## src/rtl/fwd_scoreboard_unit.sv

```systemverilog
// Operand scoreboard between OF and EX. It tracks in-flight destinations over DEPTH
// stages and resolves forwarding, the regfile bypass and the load-use stall for each source.
module fwd_scoreboard_unit #(
    parameter int REG_W            = 4,
    parameter int NUM_SRC          = 2,
    parameter int DEPTH            = 3,
    parameter int LOAD_READY       = 2,
    parameter int RF_WRITE_THROUGH = 0,
    parameter int CNT_W            = 32,
    localparam int SEL_W           = $clog2(DEPTH + 1)
) (
    input  logic                       clk,
    input  logic                       reset,
    input  logic                       hold,
    input  logic                       flush,
    input  logic                       cnt_clear,
    input  logic                       of_valid,
    input  logic [NUM_SRC*REG_W-1:0]   of_src_addr,
    input  logic [NUM_SRC-1:0]         of_src_used,
    input  logic [REG_W-1:0]           of_dest_addr,
    input  logic                       of_dest_wr,
    input  logic                       of_is_load,
    output logic                       stall,
    output logic [NUM_SRC-1:0]         of_fwd_rw,
    output logic [NUM_SRC*SEL_W-1:0]   ex_fwd_sel,
    output logic                       ex_valid,
    output logic [CNT_W-1:0]           stall_count
);

    logic [DEPTH:1]             v_q, v_d, wr_q, wr_d, ld_q, ld_d;
    logic [REG_W-1:0]           dest_q [DEPTH:1];
    logic [REG_W-1:0]           dest_d [DEPTH:1];
    logic [NUM_SRC*SEL_W-1:0]   sel_q, sel_d;
    logic                       ex_valid_q, ex_valid_d;
    logic [CNT_W-1:0]           cnt_q, cnt_d;

    logic [NUM_SRC-1:0]         hit_s, near_ld_s, stall_vec_s, rw_s;
    logic [SEL_W-1:0]           near_k_s [NUM_SRC];
    logic [NUM_SRC*SEL_W-1:0]   sel_new_s;
    logic                       stall_s, take_s;

    // Nearest-producer search: scanning far to near lets the nearest match overwrite the rest.
    always_comb begin
        hit_s       = '0;
        near_ld_s   = '0;
        stall_vec_s = '0;
        rw_s        = '0;
        sel_new_s   = '0;
        for (int i = 0; i < NUM_SRC; i++) begin
            near_k_s[i] = '0;
            for (int k = DEPTH; k >= 1; k--) begin
                logic match;
                match = of_valid & of_src_used[i] & v_q[k] & wr_q[k]
                        & (dest_q[k] == of_src_addr[i*REG_W +: REG_W]);
                hit_s[i]     = hit_s[i] | match;
                near_k_s[i]  = match ? SEL_W'(k) : near_k_s[i];
                near_ld_s[i] = match ? ld_q[k] : near_ld_s[i];
            end
            stall_vec_s[i] = hit_s[i] & near_ld_s[i] & (int'(near_k_s[i]) < LOAD_READY);
            rw_s[i] = ~flush & hit_s[i] & (int'(near_k_s[i]) == DEPTH) & (RF_WRITE_THROUGH == 0);
            // A producer at k moves to k+1 by the time the consumer reaches EX.
            sel_new_s[i*SEL_W +: SEL_W] = (hit_s[i] && (int'(near_k_s[i]) < DEPTH))
                                          ? near_k_s[i] + SEL_W'(1) : SEL_W'(0);
        end
        stall_s = ~flush & (|stall_vec_s);
        take_s  = of_valid & ~flush & ~stall_s;
    end

    // Next-state: shift the records, load record 1 and update the stall counter.
    always_comb begin
        v_d        = v_q;
        wr_d       = wr_q;
        ld_d       = ld_q;
        dest_d     = dest_q;
        sel_d      = sel_q;
        ex_valid_d = ex_valid_q;
        if (!hold) begin
            for (int k = DEPTH; k >= 2; k--) begin
                v_d[k]    = v_q[k-1];
                wr_d[k]   = wr_q[k-1];
                ld_d[k]   = ld_q[k-1];
                dest_d[k] = dest_q[k-1];
            end
            v_d[1]     = take_s;
            wr_d[1]    = of_dest_wr;
            ld_d[1]    = of_is_load;
            dest_d[1]  = of_dest_addr;
            ex_valid_d = take_s;
            sel_d      = take_s ? sel_new_s : '0;
        end else begin
            ex_valid_d = ex_valid_q;
        end
        if (cnt_clear) begin
            cnt_d = '0;
        end else if (stall_s && !hold && !(&cnt_q)) begin
            cnt_d = cnt_q + CNT_W'(1);
        end else begin
            cnt_d = cnt_q;
        end
    end

    // State registers with asynchronous reset.
    always_ff @(posedge clk or posedge reset) begin
        if (reset) begin
            v_q        <= '0;
            wr_q       <= '0;
            ld_q       <= '0;
            for (int k = 1; k <= DEPTH; k++) begin
                dest_q[k] <= '0;
            end
            sel_q      <= '0;
            ex_valid_q <= 1'b0;
            cnt_q      <= '0;
        end else begin
            v_q        <= v_d;
            wr_q       <= wr_d;
            ld_q       <= ld_d;
            dest_q     <= dest_d;
            sel_q      <= sel_d;
            ex_valid_q <= ex_valid_d;
            cnt_q      <= cnt_d;
        end
    end

    assign stall       = stall_s;
    assign of_fwd_rw   = rw_s;
    assign ex_fwd_sel  = sel_q;
    assign ex_valid    = ex_valid_q;
    assign stall_count = cnt_q;

endmodule

```

## config.mk

```make
export PLATFORM = sky130hd
export DESIGN_NAME = fwd_scoreboard_unit
export DESIGN_NICKNAME = d
export VERILOG_FILES = /design/src/rtl/fwd_scoreboard_unit.sv
export SDC_FILE = /design/constraint.sdc
export NUM_CORES = 1
export LEC_CHECK = 0
export CAP_MARGIN = 20
export CORE_MARGIN = 2
export CORE_UTILIZATION = 47
export CTS_CLUSTER_SIZE = 30
export DETAILED_ROUTE_END_ITERATION = 12
export PLACE_DENSITY_LB_ADDON = 0.2
export RECOVER_POWER = 100
export REMOVE_ABC_BUFFERS = 1
export SETUP_SLACK_MARGIN = 0.15
export SLEW_MARGIN = 20
export SYNTH_ARGS = -nofsm -noshare
export SYNTH_HDL_FRONTEND = slang
export SYNTH_SLANG_ARGS = --single-unit
```

## constraint.sdc

```tcl
create_clock -name clk -period 2.1 [get_ports clk]
set_input_delay 0.525 -clock clk [delete_from_list [all_inputs] [get_ports clk]]
set_output_delay 0.525 -clock clk [all_outputs]
set_load 0.05 [all_outputs]
```

==> metrics <==
layout net count=about 530; global-route wire length before repair=between 15000 and 20000 um; GRT Total Usage=0.269; Worst-Margin Slew=about 1.2 ns; Reg power frac=0.513; clock transition at the registers of the reported paths=0.10 ns; final estimated routing congestion in global placement=0.867; number of setup violations in the final report=31; Final Cycle Share=1.37; Power Density=between 400 and 500 mW/mm^2; Post-Synthesis Cells=337; clk buf depth=2; CP Capture Type=primary output; worst skew pair latency=between 0.3 and 0.4 ns; antenna cells=0; register area=approximately 0.0014 mm^2; number of CTS-inserted buffers=5; slowest cell delay on critical path=~0.24 ns; pre-CTS setup slack=-0.938 ns; Pleak=~2.3 nW; Setup crit start kind=input pin; CP top delay family=buffers and inverters; layout cells sized above 1=0.519; Seq cells post-synth=55; Die W=between 80 and 90 um; Cell Area, Synth=around 0.0033 mm^2; Fin. Hold Viols=0; cell chosen for the clock root=clkbuf_8; CP most frequent cell=buf_4; initial antenna violation count=0; Worst Path Arrival=2.34 ns; CP Depth=11; RSZ-0062 raised after global routing=yes; Final HPWL DP=approximately 6300 um; # IOs=62; CTS tree=done; Psw=around 680 uW; Tmin final=approximately 2.9 ns; worst min path class=reg2reg; Seq/Total Area, Yosys=0.416; fill cell count=between 400 and 500; Syn. warnings=0; die area=between 0.007 and 0.008 mm^2; P_int=1.61 mW; Slowest-stage cell, CP=clkdlybuf4s15_1; sw frac=0.297; Synth cell types=between 40 and 50; Routed WL per cell=about 20 um; failing checks=setup timing; CTS Hold Bufs=0; Reg2Reg Depth=12; Hold Path Stages=2; CP required=between 1.5 and 2 ns; clock sinks=55; via density per instance=just under 6; setup TNS=-7.41 ns; worst path bufs/invs=5; Max Cap Viol=0; Antenna Nets Post-Route=0; Layout Skew=around 0.014 ns; Slew HR=0.169; drt total wl=about 12000 um; Rows=30; Setup CP Type=in2out; Avg Inst Size Synth=~10 um^2; Starting DRT DRC Count=between 200 and 300; Most used DFF post-synth=dfrtp_1; Async SR Flop Fraction=1.00; largest fanout on the critical path=3; Util after Layout=0.804; Post-synth EDFFs=0; multi-input logic area=0.00247 mm^2; DRC=0; Remaining Overflow, GRT=0; vias=around 3500; CP Cell Sequence=clkdlybuf4s15_1 -> xnor2_1 -> nand3_1 -> nor4_2 -> buf_4 -> inv_2 -> o21ai_2 -> ha_2 -> nor3b_2 -> buf_4 -> buf_12; H-tree depth=2; Max Fclk=between 300 and 400 MHz; Initial Utilization=0.487; pin count of the biggest net entering global routing=45; clock share of power=0.274; status=finished, violations left; DRT Pass-1 Iters=5; area grow syn2layout=65.3%; vias in the first global route=around 3400; Die Y=just under 90 um; Final Max Slew Viols=0; Logic pwr share=0.213; worst vdd ir=approximately 380 uV; Core Area=~0.0068 mm^2; fin worst setup slack=-0.767 ns; PortBufs=between 60 and 70
placed cells by master (no fill, tap or decap), drive strengths merged, types with 3 or more instances in the layout:
cell           instances
a21oi                 20
and2                   6
and3                   4
buf                  119
clkbuf                41
clkdlybuf4s15          4
clkdlybuf4s50          7
dfrtp                 55
dlygate4sd2            8
ha                     3
inv                    5
mux2                  30
nand2                 30
nand3                 16
nand4                 10
nor2                  19
nor2b                 13
nor3                   9
nor4                  13
nor4b                  3
o21ai                  6
o31ai                 18
or3                    4
or4                   17
xnor2                 12
xor2                  12
per-stage QoR:
stage	instances	power [mW]	area (um^2)	hold slack [ns]
after floorplan	322	1.36	3230	0.479
after global placement	555	1.53	4520	0.477
after detailed placement	555	1.54	4520	0.486
after CTS	588	2.20	5260	0.505
after global routing	601	2.36	5470	0.534
final	601	2.29	5470	0.498
repair_timing:
action | in CTS | in global routing
resized for setup | 137 | 67
setup buffers | 24 | 13
pin swaps | 61 | 43
endpoints found under the setup margin | 46 | 40
cloned | 1 | 0
routing by layer:
metal / share of wire / GRT usage / vias to the layer above
met4: 0.040 / 0.101 / 0
met3: 0.051 / 0.0528 / 48
li1: - / - / 1584
met2: 0.53 / 0.486 / 164
met5: 0 / 0 / -
met1: 0.38 / 0.315 / 1751
final timing paths:
| path | start | slack [ns] | end |
|---|---|---|---|
| worst min register to register | ex_fwd_sel[1]$_DFFE_PP0N_ | 0.50 | ex_fwd_sel[1]$_DFFE_PP0N_ |
| worst max-delay path | of_src_addr[0] | -0.77 | of_fwd_rw[0] |
| worst min-delay path | ex_fwd_sel[1]$_DFFE_PP0N_ | 0.50 | ex_fwd_sel[1]$_DFFE_PP0N_ |
| worst max register to register | dest_q[2]$_DFFE_PP0N_ | -0.34 | stall_count[30]$_DFFE_PP0P_ |
| min in group asynchronous | reset | 0.76 | wr_q[1]$_DFFE_PP0N_ |
| max in group asynchronous | reset | 0.22 | stall_count[15]$_DFFE_PP0P_ |
logic make-up (layout without fill, tap and decap cells):
kind of cell	Yosys count	in the layout	share of synthesized area
AOI/OAI and AO/OA	55	55	0.111
xor gates and xnor gates	24	24	0.0636
adders and majority gates	3	3	0.0114
buffers and inverters	19	187	0.0276
DFF	55	55	0.416
muxes	30	30	0.102
and+or+nand+nor	151	151	0.268
flip-flops by register name, summed over array words and instances, names as in the netlist:
name,count
stall_count,32
wr_q,3
ld_q,1
dest_q,12
v_q,3
ex_fwd_sel,4
synthesized netlist by cell type (12+ instances only):
library cell	count	area share
nor2_1	19	0.022
dfrtp_1	55	0.42
a21oi_1	20	0.030
nand2_1	30	0.034
o31ai_1	18	0.041
xnor2_1	12	0.032
mux2_2	18	0.061
nor2b_1	13	0.025
or4_1	16	0.036
nand3_1	16	0.024
mux2_1	12	0.041
xor2_1	12	0.032
final cells by class:
type                       count  share of cell area
clock buffer                   6              0.0133
clock inverter                 2             0.00298
inverter                       4             0.00275
multi-input combinational    263               0.451
sequential                    55               0.253
tap                           96              0.0220
timing repair buffer         175               0.255
power by group through the flow:
stage	registers, mW	clock network [mW]	logic (mW)
floorplan	1.18	0	0.178
global placement	1.18	0	0.350
detailed placement	1.18	0	0.359
CTS	1.16	0.626	0.412
global route	1.18	0.668	0.513
finish	1.17	0.627	0.487
worst register-to-register path: stages, from the launching register on:
cell,delay (ns)
dfrtp_1,0.43
xor2_1,0.17
nor3_2,0.26
buf_4,0.16
buf_6,0.10
buf_6,0.09
buf_6,0.09
buf_6,0.09
a22oi_2,0.15
buf_4,0.20
buf_6,0.11
or4_4,0.42
a21oi_2,0.12
Power figures use the tool's default switching activity.
